$ cat src/rtl/video_sync_decoder_pkg.sv
// Shared definitions for the raster sync decoder.
// Contents: polarity defaults, coordinate width, FSM state enum, geometry record,
// 640x480 reference geometry and a saturating-increment helper.
package video_sync_decoder_pkg;

    localparam int unsigned CoordWidth = 16;
    localparam logic [CoordWidth-1:0] CountMax = 16'hFFFF;

    // Default sync polarities: 1 = a low pulse marks sync.
    localparam bit HsyncActiveLowDefault = 1'b1;
    localparam bit VsyncActiveLowDefault = 1'b1;

    typedef enum logic [1:0] {
        StWaitV,
        StMeasure,
        StVerify,
        StLocked
    } sync_state_e;

    typedef struct packed {
        logic [CoordWidth-1:0] h_total;
        logic [CoordWidth-1:0] h_active;
        logic [CoordWidth-1:0] v_total;
        logic [CoordWidth-1:0] v_active;
    } geom_t;

    localparam geom_t Geom640x480 = '{
        h_total:  16'd800,
        h_active: 16'd640,
        v_total:  16'd525,
        v_active: 16'd480
    };

    // Counters stick at all-ones instead of wrapping.
    function automatic logic [CoordWidth-1:0] sat_inc(input logic [CoordWidth-1:0] v);
        return (v == CountMax) ? v : v + 16'd1;
    endfunction

    // A saturated field means the measurement is not trustworthy.
    function automatic logic geom_saturated(input geom_t g);
        return (g.h_total == CountMax) || (g.h_active == CountMax) ||
               (g.v_total == CountMax) || (g.v_active == CountMax);
    endfunction

endpackage

$ cat src/rtl/video_sync_decoder_sync_edge_detect.sv
// Registers one raster control input, normalises it to active-high and reports
// its level plus one-cycle leading (inactive->active) and trailing pulses.
// Ports:
//   clk    - pixel clock
//   reset  - synchronous, active-high reset
//   din    - raw input, polarity per ACTIVE_LOW
//   level  - registered active-high level
//   lead   - inactive-to-active transition pulse
//   trail  - active-to-inactive transition pulse
module video_sync_decoder_sync_edge_detect #(
    parameter bit ACTIVE_LOW = 1'b0
) (
    input  logic clk,
    input  logic reset,
    input  logic din,
    output logic level,
    output logic lead,
    output logic trail
);

    logic cur_q;
    logic prev_q;

    always_ff @(posedge clk) begin
        if (reset) begin
            cur_q  <= 1'b0;
            prev_q <= 1'b0;
        end else begin
            cur_q  <= din ^ ACTIVE_LOW;
            prev_q <= cur_q;
        end
    end

    assign level = cur_q;
    assign lead  = cur_q & ~prev_q;
    assign trail = ~cur_q & prev_q;

endmodule

$ cat src/rtl/video_sync_decoder.sv
// Receive-side raster decoder: recovers x/y of each active pixel from
// hsync/vsync/visible, measures line/frame geometry and asserts locked once
// LOCK_FRAMES consecutive frames report identical geometry.
// Ports:
//   clk, reset              - pixel clock, synchronous active-high reset
//   hsync, vsync, visible   - raster inputs (sync polarity per parameters)
//   x, y, pix_valid         - coordinates of the active pixel, 2 clocks after input
//   line_start, frame_start - pulses with x=0, and with x=0,y=0
//   h_total, h_active       - clocks per line, visible clocks per line
//   v_total, v_active       - lines per frame, visible lines per frame
//   locked                  - geometry stable; measurement outputs frozen while set
module video_sync_decoder
    import video_sync_decoder_pkg::*;
#(
    parameter bit          HSYNC_ACTIVE_LOW = HsyncActiveLowDefault,
    parameter bit          VSYNC_ACTIVE_LOW = VsyncActiveLowDefault,
    parameter int unsigned LOCK_FRAMES      = 2
) (
    input  logic        clk,
    input  logic        reset,
    input  logic        hsync,
    input  logic        vsync,
    input  logic        visible,
    output logic [15:0] x,
    output logic [15:0] y,
    output logic        pix_valid,
    output logic        line_start,
    output logic        frame_start,
    output logic [15:0] h_total,
    output logic [15:0] h_active,
    output logic [15:0] v_total,
    output logic [15:0] v_active,
    output logic        locked
);

    localparam logic [4:0] LockFrames = 5'(LOCK_FRAMES);

    logic hs_level, hs_lead, hs_trail;
    logic vs_level, vs_lead, vs_trail;
    logic vis_level, vis_lead, vis_trail;

    video_sync_decoder_sync_edge_detect #(.ACTIVE_LOW(HSYNC_ACTIVE_LOW)) u_hs (
        .clk(clk), .reset(reset), .din(hsync), .level(hs_level), .lead(hs_lead), .trail(hs_trail)
    );
    video_sync_decoder_sync_edge_detect #(.ACTIVE_LOW(VSYNC_ACTIVE_LOW)) u_vs (
        .clk(clk), .reset(reset), .din(vsync), .level(vs_level), .lead(vs_lead), .trail(vs_trail)
    );
    video_sync_decoder_sync_edge_detect #(.ACTIVE_LOW(1'b0)) u_vis (
        .clk(clk), .reset(reset), .din(visible), .level(vis_level), .lead(vis_lead),
        .trail(vis_trail)
    );

    logic unused_edges;
    assign unused_edges = ^{hs_level, hs_trail, vs_level, vs_trail};

    // Coordinate and measurement state
    logic [15:0] x_q, y_q, line_cnt_q;
    logic        pix_valid_q, line_start_q, frame_start_q;
    logic [15:0] h_cnt_q, h_period_q, run_cnt_q, max_run_q, hs_lines_q, vis_lines_q;
    logic [15:0] y_new, h_period_d, max_run_d, hs_lines_d;
    geom_t       cand;

    // A visible rise coincident with vsync starts the new frame at y=0.
    assign y_new = vs_lead ? 16'd0 : line_cnt_q;

    // An hs edge coincident with vs is counted into the frame that is ending.
    assign h_period_d = hs_lead ? h_cnt_q : h_period_q;
    assign max_run_d  = (vis_trail && (run_cnt_q > max_run_q)) ? run_cnt_q : max_run_q;
    assign hs_lines_d = hs_lead ? sat_inc(hs_lines_q) : hs_lines_q;

    assign cand = '{h_total: h_period_d, h_active: max_run_d, v_total: hs_lines_d,
                    v_active: vis_lines_q};

    always_ff @(posedge clk) begin
        if (reset) begin
            x_q           <= '0;
            y_q           <= '0;
            line_cnt_q    <= '0;
            pix_valid_q   <= 1'b0;
            line_start_q  <= 1'b0;
            frame_start_q <= 1'b0;
            h_cnt_q       <= '0;
            h_period_q    <= '0;
            run_cnt_q     <= '0;
            max_run_q     <= '0;
            hs_lines_q    <= '0;
            vis_lines_q   <= '0;
        end else begin
            pix_valid_q   <= vis_level;
            line_start_q  <= vis_lead;
            frame_start_q <= vis_lead && (y_new == 16'd0);

            if (vis_lead) begin
                x_q <= '0;
                y_q <= y_new;
            end else if (vis_level) begin
                x_q <= sat_inc(x_q);
            end

            if (vs_lead) begin
                line_cnt_q <= vis_lead ? 16'd1 : 16'd0;
            end else if (vis_lead) begin
                line_cnt_q <= sat_inc(line_cnt_q);
            end

            // Loaded with 1 so the value seen at the next hs edge is the period.
            h_cnt_q    <= hs_lead ? 16'd1 : sat_inc(h_cnt_q);
            h_period_q <= h_period_d;

            if (vis_lead) begin
                run_cnt_q <= 16'd1;
            end else if (vis_level) begin
                run_cnt_q <= sat_inc(run_cnt_q);
            end

            if (vs_lead) begin
                max_run_q   <= '0;
                hs_lines_q  <= '0;
                vis_lines_q <= vis_lead ? 16'd1 : 16'd0;
            end else begin
                max_run_q  <= max_run_d;
                hs_lines_q <= hs_lines_d;
                if (vis_lead) begin
                    vis_lines_q <= sat_inc(vis_lines_q);
                end
            end
        end
    end

    // Lock FSM
    sync_state_e state_q, state_d;
    logic [3:0]  match_cnt_q, match_cnt_d;
    geom_t       stored_q, stored_d, geom_out_q, geom_out_d;
    logic        locked_q, locked_d;
    logic        cand_ok, cand_match;
    logic [4:0]  match_new;

    always_ff @(posedge clk) begin
        if (reset) begin
            state_q     <= StWaitV;
            match_cnt_q <= '0;
            stored_q    <= '0;
            geom_out_q  <= '0;
            locked_q    <= 1'b0;
        end else begin
            state_q     <= state_d;
            match_cnt_q <= match_cnt_d;
            stored_q    <= stored_d;
            geom_out_q  <= geom_out_d;
            locked_q    <= locked_d;
        end
    end

    always_comb begin
        state_d     = state_q;
        match_cnt_d = match_cnt_q;
        stored_d    = stored_q;
        geom_out_d  = geom_out_q;
        locked_d    = locked_q;
        cand_ok     = !geom_saturated(cand);
        cand_match  = cand_ok && (cand == stored_q);
        match_new   = ((state_q == StVerify) && cand_match) ? {1'b0, match_cnt_q} + 5'd1 : 5'd1;

        unique case (state_q)
            StWaitV: begin
                if (vs_lead) begin
                    state_d = StMeasure;
                end
            end
            StMeasure, StVerify: begin
                if (vs_lead) begin
                    stored_d    = cand;
                    match_cnt_d = match_new[3:0];
                    if (cand_ok && (match_new >= LockFrames)) begin
                        state_d    = StLocked;
                        locked_d   = 1'b1;
                        geom_out_d = cand;
                    end else begin
                        state_d = StVerify;
                    end
                end
            end
            StLocked: begin
                if (vs_lead) begin
                    if (!cand_match) begin
                        state_d     = StVerify;
                        locked_d    = 1'b0;
                        stored_d    = cand;
                        match_cnt_d = 4'd1;
                    end
                end else if (hs_lead && (h_cnt_q != stored_q.h_total)) begin
                    // Line period changed mid-frame: this frame is mixed, so it
                    // does not count as a match; the next full frame starts at 1.
                    state_d          = StVerify;
                    locked_d         = 1'b0;
                    stored_d.h_total = h_cnt_q;
                    match_cnt_d      = 4'd0;
                end
            end
            default: state_d = StWaitV;
        endcase
    end

    assign x           = x_q;
    assign y           = y_q;
    assign pix_valid   = pix_valid_q;
    assign line_start  = line_start_q;
    assign frame_start = frame_start_q;
    assign h_total     = geom_out_q.h_total;
    assign h_active    = geom_out_q.h_active;
    assign v_total     = geom_out_q.v_total;
    assign v_active    = geom_out_q.v_active;
    assign locked      = locked_q;

endmodule

$ cat config.mk
export PLATFORM = sky130hd
export DESIGN_NAME = video_sync_decoder
export DESIGN_NICKNAME = d
export VERILOG_FILES = /design/src/rtl/video_sync_decoder_pkg.sv /design/src/rtl/video_sync_decoder_sync_edge_detect.sv /design/src/rtl/video_sync_decoder.sv
export SDC_FILE = /design/constraint.sdc
export NUM_CORES = 1
export LEC_CHECK = 0
export CORE_MARGIN = 2
export CORE_UTILIZATION = 40
export CTS_CLUSTER_DIAMETER = 80
export DETAILED_ROUTE_END_ITERATION = 10
export GPL_ROUTABILITY_DRIVEN = 0
export SKIP_CTS_REPAIR_TIMING = 1
export SLEW_MARGIN = 20
export SYNTH_ARGS = -nofsm -noshare
export SYNTH_HDL_FRONTEND = slang
export SYNTH_SLANG_ARGS = --single-unit
$ cat constraint.sdc
create_clock -name clk -period 4.6 [get_ports clk]
set_input_delay 0.92 -clock clk [delete_from_list [all_inputs] [get_ports clk]]
set_output_delay 0.92 -clock clk [all_outputs]
set_load 0.005 [all_outputs]
== Word-level counts from Yosys, hierarchy flattened ==
Index checks and enable logic that the tools add are counted.
Widths: inputs -> output; s select.

* Bitwise logic cells: 12
* Multiplexer cells: 42
* Magnitude comparators: 2
* Reduce and logical (&&, ||, !) cells: 29
* Equality and inequality tests: 25
* Add/sub/neg operators: 7

{| class="wikitable"
|+ Operators by type and width
! operator !! count
|-
| $mux 16 || 13
|-
| $eq 16x16->1 const B || 9
|-
| $mux 64 || 2
|-
| $pmux 64 s2 || 1
|-
| $add 16x1->16 const B || 6
|-
| $eq 64x64->1 || 1
|-
| $mux 48 || 1
|-
| $ne 2x2->1 const B || 9
|-
| $gt 16x16->1 || 1
|-
| $logic_not 16->1 || 1
|-
| $mux 4 || 4
|-
| $ne 16x16->1 || 1
|-
| $mux 1 || 12
|-
| $reduce_and 4->1 || 3
|-
| $mux 2 || 5
|-
| $reduce_and 2->1 || 5
|-
| $not 1->1 || 8
|-
| $pmux 4 s2 || 1
|-
| $reduce_or 2->1 || 4
|-
| $logic_and 1x1->1 || 6
|-
| $ne 3x3->1 const B || 2
|-
| $pmux 2 s3 || 1
|-
| $reduce_bool 2->1 || 3
|-
| $add 4x1->5 const B || 1
|-
| 11 further kinds || 17
|}

* Output and inout port bits: 100
* Logic and storage cells: 147
* Register bits after elaboration: 287
* Input port bits: 5

== Depth between registers and ports, before layout ==
* Word-level depth: 17
* Depth in mapped cells: 15
* Gate-level depth less buffers: 12

== By module ==
Synthesis repeated with hierarchy kept, for this count alone.

* Cells, all modules: 1564
* Area total of the unflattened synthesis: 13749.4 um2

{| class="wikitable"
|+ By module, submodules not included
! module !! cells each !! sequential area each (um2) !! area an instance (um2) !! times used
|-
| video_sync_decoder || 1546 || 5645.4 || 13559.3 || 1
|-
| video_sync_decoder_sync_edge_detect at u_hs ... || 6 || 40.0 || 62.6 || 2
|-
| video_sync_decoder_sync_edge_detect at u_vis || 6 || 40.0 || 65.1 || 1
|}

== Least setup slack after synthesis ==
No wires, ideal clock.

* Path kind: register to register
* Start point: register hs_lines_q[1]
* End point: register geom_out_q (netlist bit h_total[11])
* Period minus slack after synthesis: 3.935 ns
* Path buffers: 4
* Arrival time: 3.820 ns
* Stages on the path, launching flop included: 15
* Library setup time: 0.116 ns
* Required time: 4.484 ns
* Slack: 0.665 ns
* Cells stage by stage: dfxtp_1 ha_1 buf_2 nand3_1 or4_1 clkbuf_1 nand3_1 o22ai_1 or4_1 or4_4 nor4_4 nand4_2 buf_6 buf_6 a31o_1

* Cells in the longest elaborated chain, start to end: 13
* Elaborated cells on any way between the ends: 15
* Classes of those cells: add/sub (1); order compare (1); eq/ne (3); mux (3); reduce/logical (7)

{| class="wikitable"
|+ RTL lines
! what !! line !! text
|-
| from (decl) || video_sync_decoder.sv:59 || <nowiki>logic [15:0] h_cnt_q, h_period_q, run_cnt_q, max_run_q, hs_lines_q, vis_lines_q;</nowiki>
|-
| from (signal assigned) || video_sync_decoder.sv:122 || <nowiki>hs_lines_q <= hs_lines_d;</nowiki>
|-
| $add 16x1->16 / $eq 16x16->1 (equally long branches) || video_sync_decoder_pkg.sv:36 || <nowiki>return (v == CountMax) ? v : v + 16'd1;</nowiki>
|-
| $mux 16 || video_sync_decoder_pkg.sv:36 ||
|-
| $mux 16 * || video_sync_decoder.sv:69 || <nowiki>assign hs_lines_d = hs_lead ? sat_inc(hs_lines_q) : hs_lines_q;</nowiki>
|-
| $eq 16x16->1 || video_sync_decoder_pkg.sv:42 || <nowiki>(g.v_total == CountMax) || (g.v_active == CountMax);</nowiki>
|-
| $logic_or 1x1->1 || video_sync_decoder_pkg.sv:41 || <nowiki>return (g.h_total == CountMax) || (g.h_active == CountMax) ||</nowiki>
|-
| $logic_or 1x1->1 || video_sync_decoder_pkg.sv:42 ||
|-
| $logic_not 1->1 || video_sync_decoder.sv:160 || <nowiki>cand_ok = !geom_saturated(cand);</nowiki>
|-
| $logic_and 1x1->1 || video_sync_decoder.sv:161 || <nowiki>cand_match = cand_ok && (cand == stored_q);</nowiki>
|-
| $logic_and 1x1->1 || video_sync_decoder.sv:162 || <nowiki>match_new = ((state_q == StVerify) && cand_match) ? {1'b0, match_cnt_q} + 5'd1 : 5'd1;</nowiki>
|-
| $mux 5 || video_sync_decoder.sv:162 ||
|-
| $ge 5x2->1 || video_sync_decoder.sv:174 || <nowiki>if (cand_ok && (match_new >= LockFrames)) begin</nowiki>
|-
| $logic_and 1x1->1 * || video_sync_decoder.sv:174 ||
|-
| $reduce_and 3->1 (no line) * || -- ||
|-
| to (signal assigned) || video_sync_decoder.sv:149 || <nowiki>geom_out_q <= geom_out_d;</nowiki>
|-
| to (decl) || video_sync_decoder.sv:133 || <nowiki>geom_t stored_q, stored_d, geom_out_q, geom_out_d;</nowiki>
|}

Mark *: on every way between the ends. The rest lies on a longest branch, timed or not.
A chain may end at the register's enable or synchronous reset.

== Final worst setup path ==
* Start point: register hs_lines_q[3]
* End point: register stored_q[62] in the netlist's numbering

* Cells in the longest elaborated chain, start to end: 10
* Elaborated cells on any way between the ends: 12
* Classes of those cells: add/sub (1); eq/ne (4); mux (2); reduce/logical (5)

{| class="wikitable"
|+ RTL lines
! what !! line !! text
|-
| $add 16x1->16 / $eq 16x16->1 (equally long branches) || video_sync_decoder_pkg.sv:36 ||
|-
| $mux 16 || video_sync_decoder_pkg.sv:36 ||
|-
| $mux 16 * || video_sync_decoder.sv:69 ||
|-
| $eq 16x16->1 || video_sync_decoder_pkg.sv:42 ||
|-
| $logic_or 1x1->1 || video_sync_decoder_pkg.sv:41 ||
|-
| $logic_or 1x1->1 || video_sync_decoder_pkg.sv:42 ||
|-
| $logic_not 1->1 || video_sync_decoder.sv:160 ||
|-
| $logic_and 1x1->1 * || video_sync_decoder.sv:161 ||
|-
| $ne 3x3->1 (no line) * || -- ||
|-
| $reduce_and 4->1 (no line) * || -- ||
|-
| to (signal assigned) || video_sync_decoder.sv:148 || <nowiki>stored_q <= stored_d;</nowiki>
|-
| to (decl) || video_sync_decoder.sv:133 ||
|}

Marks and branches as above.

==> reports/metrics.cfg <==
[route]
drt_iter0_drc=873
detail_route.wl_per_cell_um=18.7
dr.pass1.iters=5
ant_nets=0
via_count=12800
drc=0
wl_um=42400
viasPerCell=5.65

[worst_setup_path]
path_max_fanout=33
crit_path_end_kind=flop
cp_data_arrival_time_ns=4.77
path_class=flop to flop
cp_slowest_cell=dfxtp_1
critPathBufInv=2
slowest_delay_ns=0.67
path_cells=and3_1 > nand3_1 > o21ai_0 > nand4_1 > or4_1 > or4_4 > nor4_4 > buf_4 > a21oi_2 > buf_4 > o311a_1
path_delay_family=simple AND/OR/NAND/NOR gates
cp.required_ns=5.00
setup.worst_path.start_class=flop
cp_common_cell=buf_4

[clock_tree]
cts_buffers=34
cts_buffer_depth=3
insertion_delay_ns=0.52
cts.root.buffer_cell=clkbuf_16
htree_num_levels=2
cts.sinks=287
cts_tree=done
clkTransAtPathRegs_ns=0.06

[placement]
portBuffers=104
place_inst=2200
dpl.hpwl_um=30800
dp_slack_ns=0.243

[synthesis]
yosys.area.top_type=dfxtp_1
synth-seq-cells=287
synthDistinctLibCells=74
async_flop_share_pct=0
ys_seq_area_share_pct=39.6
synth_cells=1698
netlist.area_leader.share_pct=39.6
synth_ff_type=dfxtp_1
synth_edf_count=0
syn-num-nets=1730
synthTopCellsByArea=dfxtp_1, mux2i_1, nor2_1
yosysWarnings=0
avgSynthCellArea_um2=8.55
syn_area_um2=14500

[grt]
top_usage_layer=met2
met3_usage_pct=3.66
grt_start_max_net_pins=75
use_met1_pct=29.6
antenna_found_initial=0
grt_pass1_vias=12400
grt.met2_usage_pct=36.1
grt_pass1_wl_um=68300
grt_util_all_layers_pct=22.3
overflow=0

[sta]
finClkSkew_ns=0.0228
fin_tns_setup_ns=0
period_share_pct=95.1
max_freq_mhz=229
drv_slew=0
slew_headroom_pct=32.2
timing.final.ws_setup_ns=0.227
rsz0062_at_grt=no
setup_violations=0
min_period_ns=4.37
finalHoldViolations=0
tightest_slew_ns=1.01

[pwr]
powerDensity_nw_per_um2=359
vdd_drop_max_uv=203
leakage_nw=6.65

[worst_hold_path]
hold_path.class=flop to flop

[run]
maxCapViolations=0

[final_layout]
area_delta_synth_final_pct=18.2
final_cell_mix=dfxtp_1, nor2_1, mux2i_1
layout.cells.non_filler=2260
post-route-util_pct=48.2
regArea_um2=5750
final_common_cell=dfxtp_1
diodes=0
drive_gt1_share_pct=7.67
fillers=3467
layout.nets=1807
multiInputGateArea_um2=8160

[floorplan]
initial_core_util_pct=40.7
dieHeight_um=195
die_w_um=195
die-area_um2=37900
num_rows=69
num_io_pins=105
core-area_um2=35700

[run_status]
status=finished clean

cell usage after synthesis, types with 20 or more instances:
| cell type | number |
|---|---|
| or3_1 | 20 |
| ha_1 | 27 |
| nand4_1 | 48 |
| nand2_1 | 113 |
| dfxtp_1 | 287 |
| nor4_1 | 29 |
| nor2b_1 | 51 |
| nand3_1 | 57 |
| a22o_1 | 20 |
| nor3_1 | 28 |
| xnor2_1 | 68 |
| nor2_1 | 235 |
| inv_1 | 60 |
| mux2i_1 | 116 |
| and3_1 | 22 |
| xor2_1 | 50 |
| nand2b_1 | 23 |
| clkbuf_1 | 86 |
| a21oi_1 | 60 |
| o21ai_0 | 71 |
tightest hold or removal path, stage by stage (launching register included):
cell and delay [ns]:
dfxtp_1 0.31, nand2_1 0.05, a21oi_1 0.05
final timing paths:
check	startpoint	end	slack, ns	cells past startpoint
setup / recovery	hs_lines_q[3]	stored_q[62]	0.23	11
hold / removal	y[0]	y[0]	0.45	2
setup reg to reg	hs_lines_q[3]	stored_q[62]	0.23	11
hold reg to reg	y[0]	y[0]	0.45	2
per-layer routing:
| layer | vias to the layer above | routed length, um |
|---|---|---|
| met4 | 0 | 1510 |
| met1 | 6082 | 19300 |
| met2 | 397 | 19200 |
| met5 | - | 0 |
| li1 | 6197 | - |
| met3 | 104 | 2320 |
cell type report:
class                           count  share of cell area [%]
Multi-Input combinational cell   1248                    47.5
Sequential cell                   287                    33.5
Timing Repair Buffer              144                    8.02
Clock buffer                       46                    5.69
Tap cell                          461                    3.36
Inverter                           60                    1.31
Clock inverter                     14                   0.619
where the power goes:
| part | internal (W) | switching (W) |
|---|---|---|
| logic | 0.000368 | 0.000524 |
| clock network | 0.00155 | 0.00107 |
| registers | 0.00256 | 0.0000956 |
flip-flops by register name (all words and copies together), names as in the netlist, 2 cells and up:
name	count
h_active	16
h_cnt_q	16
h_period_q	16
h_total	16
hs_lines_q	16
line_cnt_q	16
match_cnt_q	4
max_run_q	16
run_cnt_q	16
state_q	2
stored_q	64
v_active	16
v_total	16
vis_lines_q	16
x	16
y	16
through the flow:
stage	instance area (um^2)	power, W	hold WS, ns
global placement	16100	0.00357	0.440
detailed placement	16100	0.00358	0.451
finish	17200	0.00617	0.453
floorplan	14500	0.00329	0.448
global route	17200	0.00642	0.493
CTS	17200	0.00623	0.459
kinds of logic (layout without fill, tap and decap cells):
family                     count (synthesis)  after routing  share of synthesized area (%)
AOI/OAI and AO/OA                        293            293                           13.8
xor gates and xnor gates                 118            118                           7.12
adders and majority gates                 27             27                           2.33
buffers and inverters                    163            264                           4.57
DFF                                      287            287                           39.6
muxes                                    132            132                           9.23
and+or+nand+nor                          678            678                           23.4
(Power assumes the default switching activity.)
